[src/rtl/jt03_wrseq_pkg.sv]
// Shared types and defaults for the jt03 register-write sequencer.
package jt03_wrseq_pkg;

  typedef enum logic [2:0] {
    ST_IDLE  = 3'd0,
    ST_ADR   = 3'd1,
    ST_AWAIT = 3'd2,
    ST_DAT   = 3'd3,
    ST_DWAIT = 3'd4
  } state_e;

  localparam int ADR_WAIT_DEF  = 6;
  localparam int DATA_WAIT_DEF = 24;

  typedef struct packed {
    logic [7:0] regn;
    logic [7:0] val;
  } entry_t;

endpackage

[src/rtl/jt03_wrseq_fifo.sv]
// Synchronous FIFO of {reg,val} entries; head word is visible combinationally.
module jt03_wrseq_fifo
  import jt03_wrseq_pkg::*;
#(
  parameter int AW = 2
) (
  input  logic          clk,
  input  logic          rst,
  input  logic          push,
  input  logic          pop,
  input  logic          flush,
  input  entry_t        din,
  output entry_t        dout,
  output logic [AW:0]   level,
  output logic          full,
  output logic          empty
);

  localparam logic [AW-1:0] PTR_ONE = 1;
  localparam logic [AW:0]   LVL_ONE = 1;

  logic [AW-1:0] wr_ptr_q, wr_ptr_d;
  logic [AW-1:0] rd_ptr_q, rd_ptr_d;
  logic [AW:0]   level_q, level_d;
  logic          do_push, do_pop;
  entry_t        mem_q [2**AW];

  assign full  = level_q[AW];
  assign empty = (level_q == '0);
  assign level = level_q;
  assign dout  = mem_q[rd_ptr_q];

  always_comb begin
    do_push  = push && !full && !flush;
    do_pop   = pop && !empty;
    wr_ptr_d = wr_ptr_q;
    rd_ptr_d = rd_ptr_q;
    level_d  = level_q;
    if (flush) begin
      // The popped entry is already held by the sequencer, so flush wins here.
      wr_ptr_d = '0;
      rd_ptr_d = '0;
      level_d  = '0;
    end else begin
      if (do_push) wr_ptr_d = wr_ptr_q + PTR_ONE;
      if (do_pop)  rd_ptr_d = rd_ptr_q + PTR_ONE;
      if (do_push && !do_pop)      level_d = level_q + LVL_ONE;
      else if (do_pop && !do_push) level_d = level_q - LVL_ONE;
    end
  end

  always_ff @(posedge clk or posedge rst) begin
    if (rst) begin
      wr_ptr_q <= '0;
      rd_ptr_q <= '0;
      level_q  <= '0;
    end else begin
      wr_ptr_q <= wr_ptr_d;
      rd_ptr_q <= rd_ptr_d;
      level_q  <= level_d;
    end
  end

  always_ff @(posedge clk) begin
    if (do_push) mem_q[wr_ptr_q] <= din;
  end

endmodule

[src/rtl/jt03_wrseq.sv]
// YM2203 write sequencer: queues host writes and replays them as address/data
// strobes with the chip's mandatory wait after each.
module jt03_wrseq
  import jt03_wrseq_pkg::*;
#(
  parameter int AW        = 2,
  parameter int ADR_WAIT  = ADR_WAIT_DEF,
  parameter int DATA_WAIT = DATA_WAIT_DEF
) (
  input  logic          clk,
  input  logic          rst,
  input  logic          cen,
  input  logic          flush,
  input  logic          req_valid,
  output logic          req_ready,
  input  logic [7:0]    req_reg,
  input  logic [7:0]    req_val,
  output logic [AW:0]   fifo_level,
  output logic          busy,
  output logic [7:0]    chip_din,
  output logic          chip_addr,
  output logic          chip_cs_n,
  output logic          chip_wr_n
);

  localparam logic [7:0] ADR_LD = 8'(ADR_WAIT - 1);
  localparam logic [7:0] DAT_LD = 8'(DATA_WAIT - 1);

  state_e     state_q, state_d;
  logic [7:0] cnt_q, cnt_d;
  entry_t     hold_q, hold_d;
  entry_t     head;
  logic       pop, full, empty;
  logic       cs_n_q, cs_n_d, wr_n_q, wr_n_d, addr_q, addr_d;
  logic [7:0] din_q, din_d;

  param_chk: assert property (@(posedge clk)
    (ADR_WAIT >= 1) && (ADR_WAIT <= 255) && (DATA_WAIT >= 1) && (DATA_WAIT <= 255));

  jt03_wrseq_fifo #(.AW(AW)) u_fifo (
    .clk   (clk),
    .rst   (rst),
    .push  (req_valid),
    .pop   (pop),
    .flush (flush),
    .din   ({req_reg, req_val}),
    .dout  (head),
    .level (fifo_level),
    .full  (full),
    .empty (empty)
  );

  assign req_ready = !full;
  assign busy      = (state_q != ST_IDLE) || !empty;
  assign chip_cs_n = cs_n_q;
  assign chip_wr_n = wr_n_q;
  assign chip_addr = addr_q;
  assign chip_din  = din_q;

  always_comb begin
    state_d = state_q;
    cnt_d   = cnt_q;
    hold_d  = hold_q;
    pop     = 1'b0;
    if (cen) begin
      case (state_q)
        ST_IDLE: if (!empty) begin
          pop     = 1'b1;
          hold_d  = head;
          state_d = ST_ADR;
        end
        ST_ADR: begin
          cnt_d   = ADR_LD;
          state_d = ST_AWAIT;
        end
        ST_AWAIT: if (cnt_q == 8'd0) state_d = ST_DAT;
                  else               cnt_d   = cnt_q - 8'd1;
        ST_DAT: begin
          cnt_d   = DAT_LD;
          state_d = ST_DWAIT;
        end
        ST_DWAIT: if (cnt_q == 8'd0) state_d = ST_IDLE;
                  else               cnt_d   = cnt_q - 8'd1;
        default: state_d = ST_IDLE;
      endcase
    end

    // Bus outputs are registered from the state being entered on this edge.
    cs_n_d = 1'b1;
    wr_n_d = 1'b1;
    addr_d = 1'b0;
    din_d  = 8'h00;
    case (state_d)
      ST_ADR: begin
        cs_n_d = 1'b0;
        wr_n_d = 1'b0;
        din_d  = hold_d.regn;
      end
      ST_AWAIT: din_d = hold_d.regn;
      ST_DAT: begin
        cs_n_d = 1'b0;
        wr_n_d = 1'b0;
        addr_d = 1'b1;
        din_d  = hold_d.val;
      end
      ST_DWAIT: din_d = hold_d.val;
      default: ;
    endcase
  end

  always_ff @(posedge clk or posedge rst) begin
    if (rst) begin
      state_q <= ST_IDLE;
      cnt_q   <= 8'd0;
      cs_n_q  <= 1'b1;
      wr_n_q  <= 1'b1;
      addr_q  <= 1'b0;
      din_q   <= 8'h00;
    end else begin
      state_q <= state_d;
      cnt_q   <= cnt_d;
      cs_n_q  <= cs_n_d;
      wr_n_q  <= wr_n_d;
      addr_q  <= addr_d;
      din_q   <= din_d;
    end
  end

  always_ff @(posedge clk) begin
    hold_q <= hold_d;
  end

endmodule

[config.mk]
export PLATFORM = sky130hd
export DESIGN_NAME = jt03_wrseq
export DESIGN_NICKNAME = d
export VERILOG_FILES = /design/src/rtl/jt03_wrseq_pkg.sv /design/src/rtl/jt03_wrseq_fifo.sv /design/src/rtl/jt03_wrseq.sv
export SDC_FILE = /design/constraint.sdc
export NUM_CORES = 1
export LEC_CHECK = 0
export BUFFER_PORTS_ARGS = -buffer_cell sky130_fd_sc_hd__buf_4
export CAP_MARGIN = 10
export CORE_UTILIZATION = 54
export DETAILED_ROUTE_END_ITERATION = 6
export MAX_ROUTING_LAYER = met4
export PLACE_DENSITY = 0.76
export SYNTH_ARGS = -nofsm -noshare
export SYNTH_HDL_FRONTEND = slang
export SYNTH_SLANG_ARGS = --single-unit
[constraint.sdc]
create_clock -name clk -period 1.9 [get_ports clk]
set_input_delay 0.19 -clock clk [delete_from_list [all_inputs] [get_ports clk]]
set_output_delay 0.19 -clock clk [all_outputs]
set_load 0.05 [all_outputs]
==> metrics <==
mean post-synth cell area=15.2 sq um; CP top delay family=simple AND/OR/NAND/NOR gates; unrepaired setup endpoints after global routing=yes; CORE AREA=8300 sq um; Reg area=2950 sq um; TritonRoute pass-1 iters=4; Simple-Gate Fraction of Synth Area=9.51%; CP Launch Type=flip-flop; antenna viol nets, final=0; status=finished clean; 1st-iter DRT viols=155; Seq cells post-synth=108; fin crit period=1.90 ns; Worst-path clk slew=0.10 ns; PortBufs=36; FP Rows=33; Post-Synth XOR/XNOR Area=1.53%; Nets=410; reg-to-reg slack, setup=0.001 ns; Placer Congestion=0.899; Die Area=9000 sq um; n_diodes=0; CTS tree=done; setup violators final=0; main combinational cell family by area after synthesis=multiplexers; Worst Path Arrival=2.14 ns; CP Capture Type=flip-flop; Clock Sinks=108; via count=2773; multiplexer area fraction after synthesis=12.8%; Synth top area share=41.3%; Worst R2R Path Depth=7; worst-case clock buffer depth=2; post-synthesis cell type count=62; worst hold slack=0.0251 ns; setup tns final=0 ns; critical path depth=7; final worst-path cycle share=99.9%; # fillers=581; vias in the first global route=2753; Crit path largest cell delay=0.40 ns; antenna violations before repair=0; Ys Warns=0; met2 Use GR=36.3%; syn_nets=333; Die W=94.9 um; first-pass GRT wire length=14000 um; Final Max Slew Viols=0; Synth area leaders=edfxtp_1, dfrtp_1, mux4_2; Syn Std Cell Area=4660 sq um; Root Buffer=clkbuf_8; peak-usage layer in the global routing report=met2; area occupied by multi-input gates=1590 sq um; slowest stage cell, crit path=dfrtp_1; CTS Buf Count=9; Yosys top cell by area=edfxtp_1; DP HPWL=5790 um; global route overflow=0; Pwr Density=1050 nW/um^2; leakage=2.12 nW; Final Hold Fails=0; overall global routing resource usage=22.3%; Worst EP required=2.14 ns; met1 Resource Use GR=27.5%; share of layout cells above drive strength 1=39.4%; worst slew pin tran=0.396 ns; IO Pins=37; largest net degree at the start of global routing=29; global-route track usage on met3=5.48%; Worst Hold Path Cells=1; clock skew=0.0150 ns; fmax=0.527 GHz; Routed Wire Length=8780 um; ys flop type=edfxtp_1; Clock Latency Late Sink=0.36 ns; worst rel slew slack=73.4%; Synth Area in Compound Gates=7.61%; commonest cells in the netlist=edfxtp_1, dfrtp_1, nand2_1; Max IR drop VDD=0.000576 V; number of synthesized flops with an enable pin=64; Power, Total=5.94 mW; Hold WC Path Type=input port to flip-flop; crit path max fanout=8; Setup CP Type=flip-flop to flip-flop; ys async rst share=25.9%; DR WL/cell=17.8 um; Vias/cell=5.62; H-Tree Depth=3; cell-by-cell listing of the critical path=inv_2, ha_4, nor4b_4, nand3_2, a21o_4, xnor2_4, o211ai_1; DRC Markers=0; Die Ht=94.9 um; initial core utilization=56.1%; Synth Instances=306; area delta synth->final=21.8%; max-cap violations=0; count leader, synth=edfxtp_1; Seq/Total Area, Yosys=63.2%; Adder-Cell Fraction of Synth Area=1.77%; buffer and inverter count on the worst path=1
==> final timing paths <==
check | start | end
setup / recovery | cnt_q[0]$_DFFE_PP0P_ | chip_din[6]$_DFF_PP0_
hold / removal | req_val[0] | u_fifo.mem_q[2][0]$_DFFE_PP_
setup reg to reg | cnt_q[0]$_DFFE_PP0P_ | chip_din[6]$_DFF_PP0_
min in group asynchronous | rst | chip_addr$_DFF_PP0_
hold reg to reg | hold_q[9]$_DFF_P_ | hold_q[9]$_DFF_P_
max in group asynchronous | rst | chip_wr_n$_DFF_PP1_
==> final cells by class <==
cell class              count  share of cell area (%)
flip-flops and latches    108                    52.0
multi-input cells         169                    28.0
repair buffers             82                    13.1
clock buffers              10                    2.43
well taps                 105                    2.32
clock inverters             6                    1.26
inverters                  13                   0.861
==> layer usage <==
| layer | vias up | wire length, um |
|---|---|---|
| li1 | 1298 | - |
| met1 | 1401 | 3770 |
| met2 | 60 | 4520 |
| met3 | 14 | 343 |
| met4 | 0 | 149 |
| met5 | - | 0 |
==> kinds of logic (layout without fill, tap and decap cells) <==
| logic type | Yosys count | in the layout |
|---|---|---|
| DFF | 108 | 108 |
| and+or+nand+nor | 78 | 78 |
| adders and majority gates | 6 | 6 |
| xor gates and xnor gates | 6 | 6 |
| AOI/OAI and AO/OA | 43 | 43 |
| buffers and inverters | 29 | 111 |
| muxes | 36 | 36 |
==> power by group <==
| part | internal (mW) | leakage (nW) | switching, mW |
|---|---|---|---|
| Combinational | 0.693 | 0.947 | 0.838 |
| Sequential | 2.81 | 1.07 | 0.182 |
| Clock | 0.657 | 0.104 | 0.757 |
| Total | 4.16 | 2.12 | 1.78 |
==> worst reg2reg max path: stages, from the launching register on <==
cell and delay [ns]:
dfrtp_1 0.40, inv_2 0.09, ha_4 0.13, nor4b_4 0.27
nand3_2 0.17, a21o_4 0.27, xnor2_4 0.30, o211ai_1 0.15
==> sequential cells by signal, indices dropped and copies added, names as in the netlist <==
name / cells
cnt_q: 8
chip_din: 8
u_fifo.level: 3
state_q: 3
u_fifo.wr_ptr_q: 2
chip_addr: 1
u_fifo.rd_ptr_q: 2
u_fifo.mem_q: 64
hold_q: 16
chip_wr_n: 1
==> what timing repair did <==
| action | 4_1_cts | 5_1_grt |
|---|---|---|
| gates resized for setup | 8 | 5 |
| endpoints found under the setup margin | 11 | 15 |
| buffers inserted | 4 | 3 |
| pin swaps | 10 | 8 |
| hold buffers | 1 | 9 |
| endpoints found under the hold margin | 27 | 28 |
==> per-stage QoR <==
stage | instance area (sq um) | util, % | cells | setup WS, ns
finish | 5670 | 68.3 | 493 | 0.00115
global route | 5670 | 68.3 | 493 | -0.0992
CTS | 5540 | 66.8 | 481 | 0.00271
detailed placement | 5260 | 63.4 | 460 | -0.0335
global placement | 5260 | 63.4 | 460 | 0.0429
floorplan | 4660 | - | 306 | 0.00700
==> placed cells by master (no fill, tap or decap), types with 16 or more instances in the layout <==
cell / instances
dfxtp_1: 16
nand2_1: 18
mux2_2: 16
edfxtp_1: 64
buf_4: 63
nand3_1: 16
mux4_2: 16
dfrtp_1: 23
No activity file was read; power rests on OpenSTA's default activity.
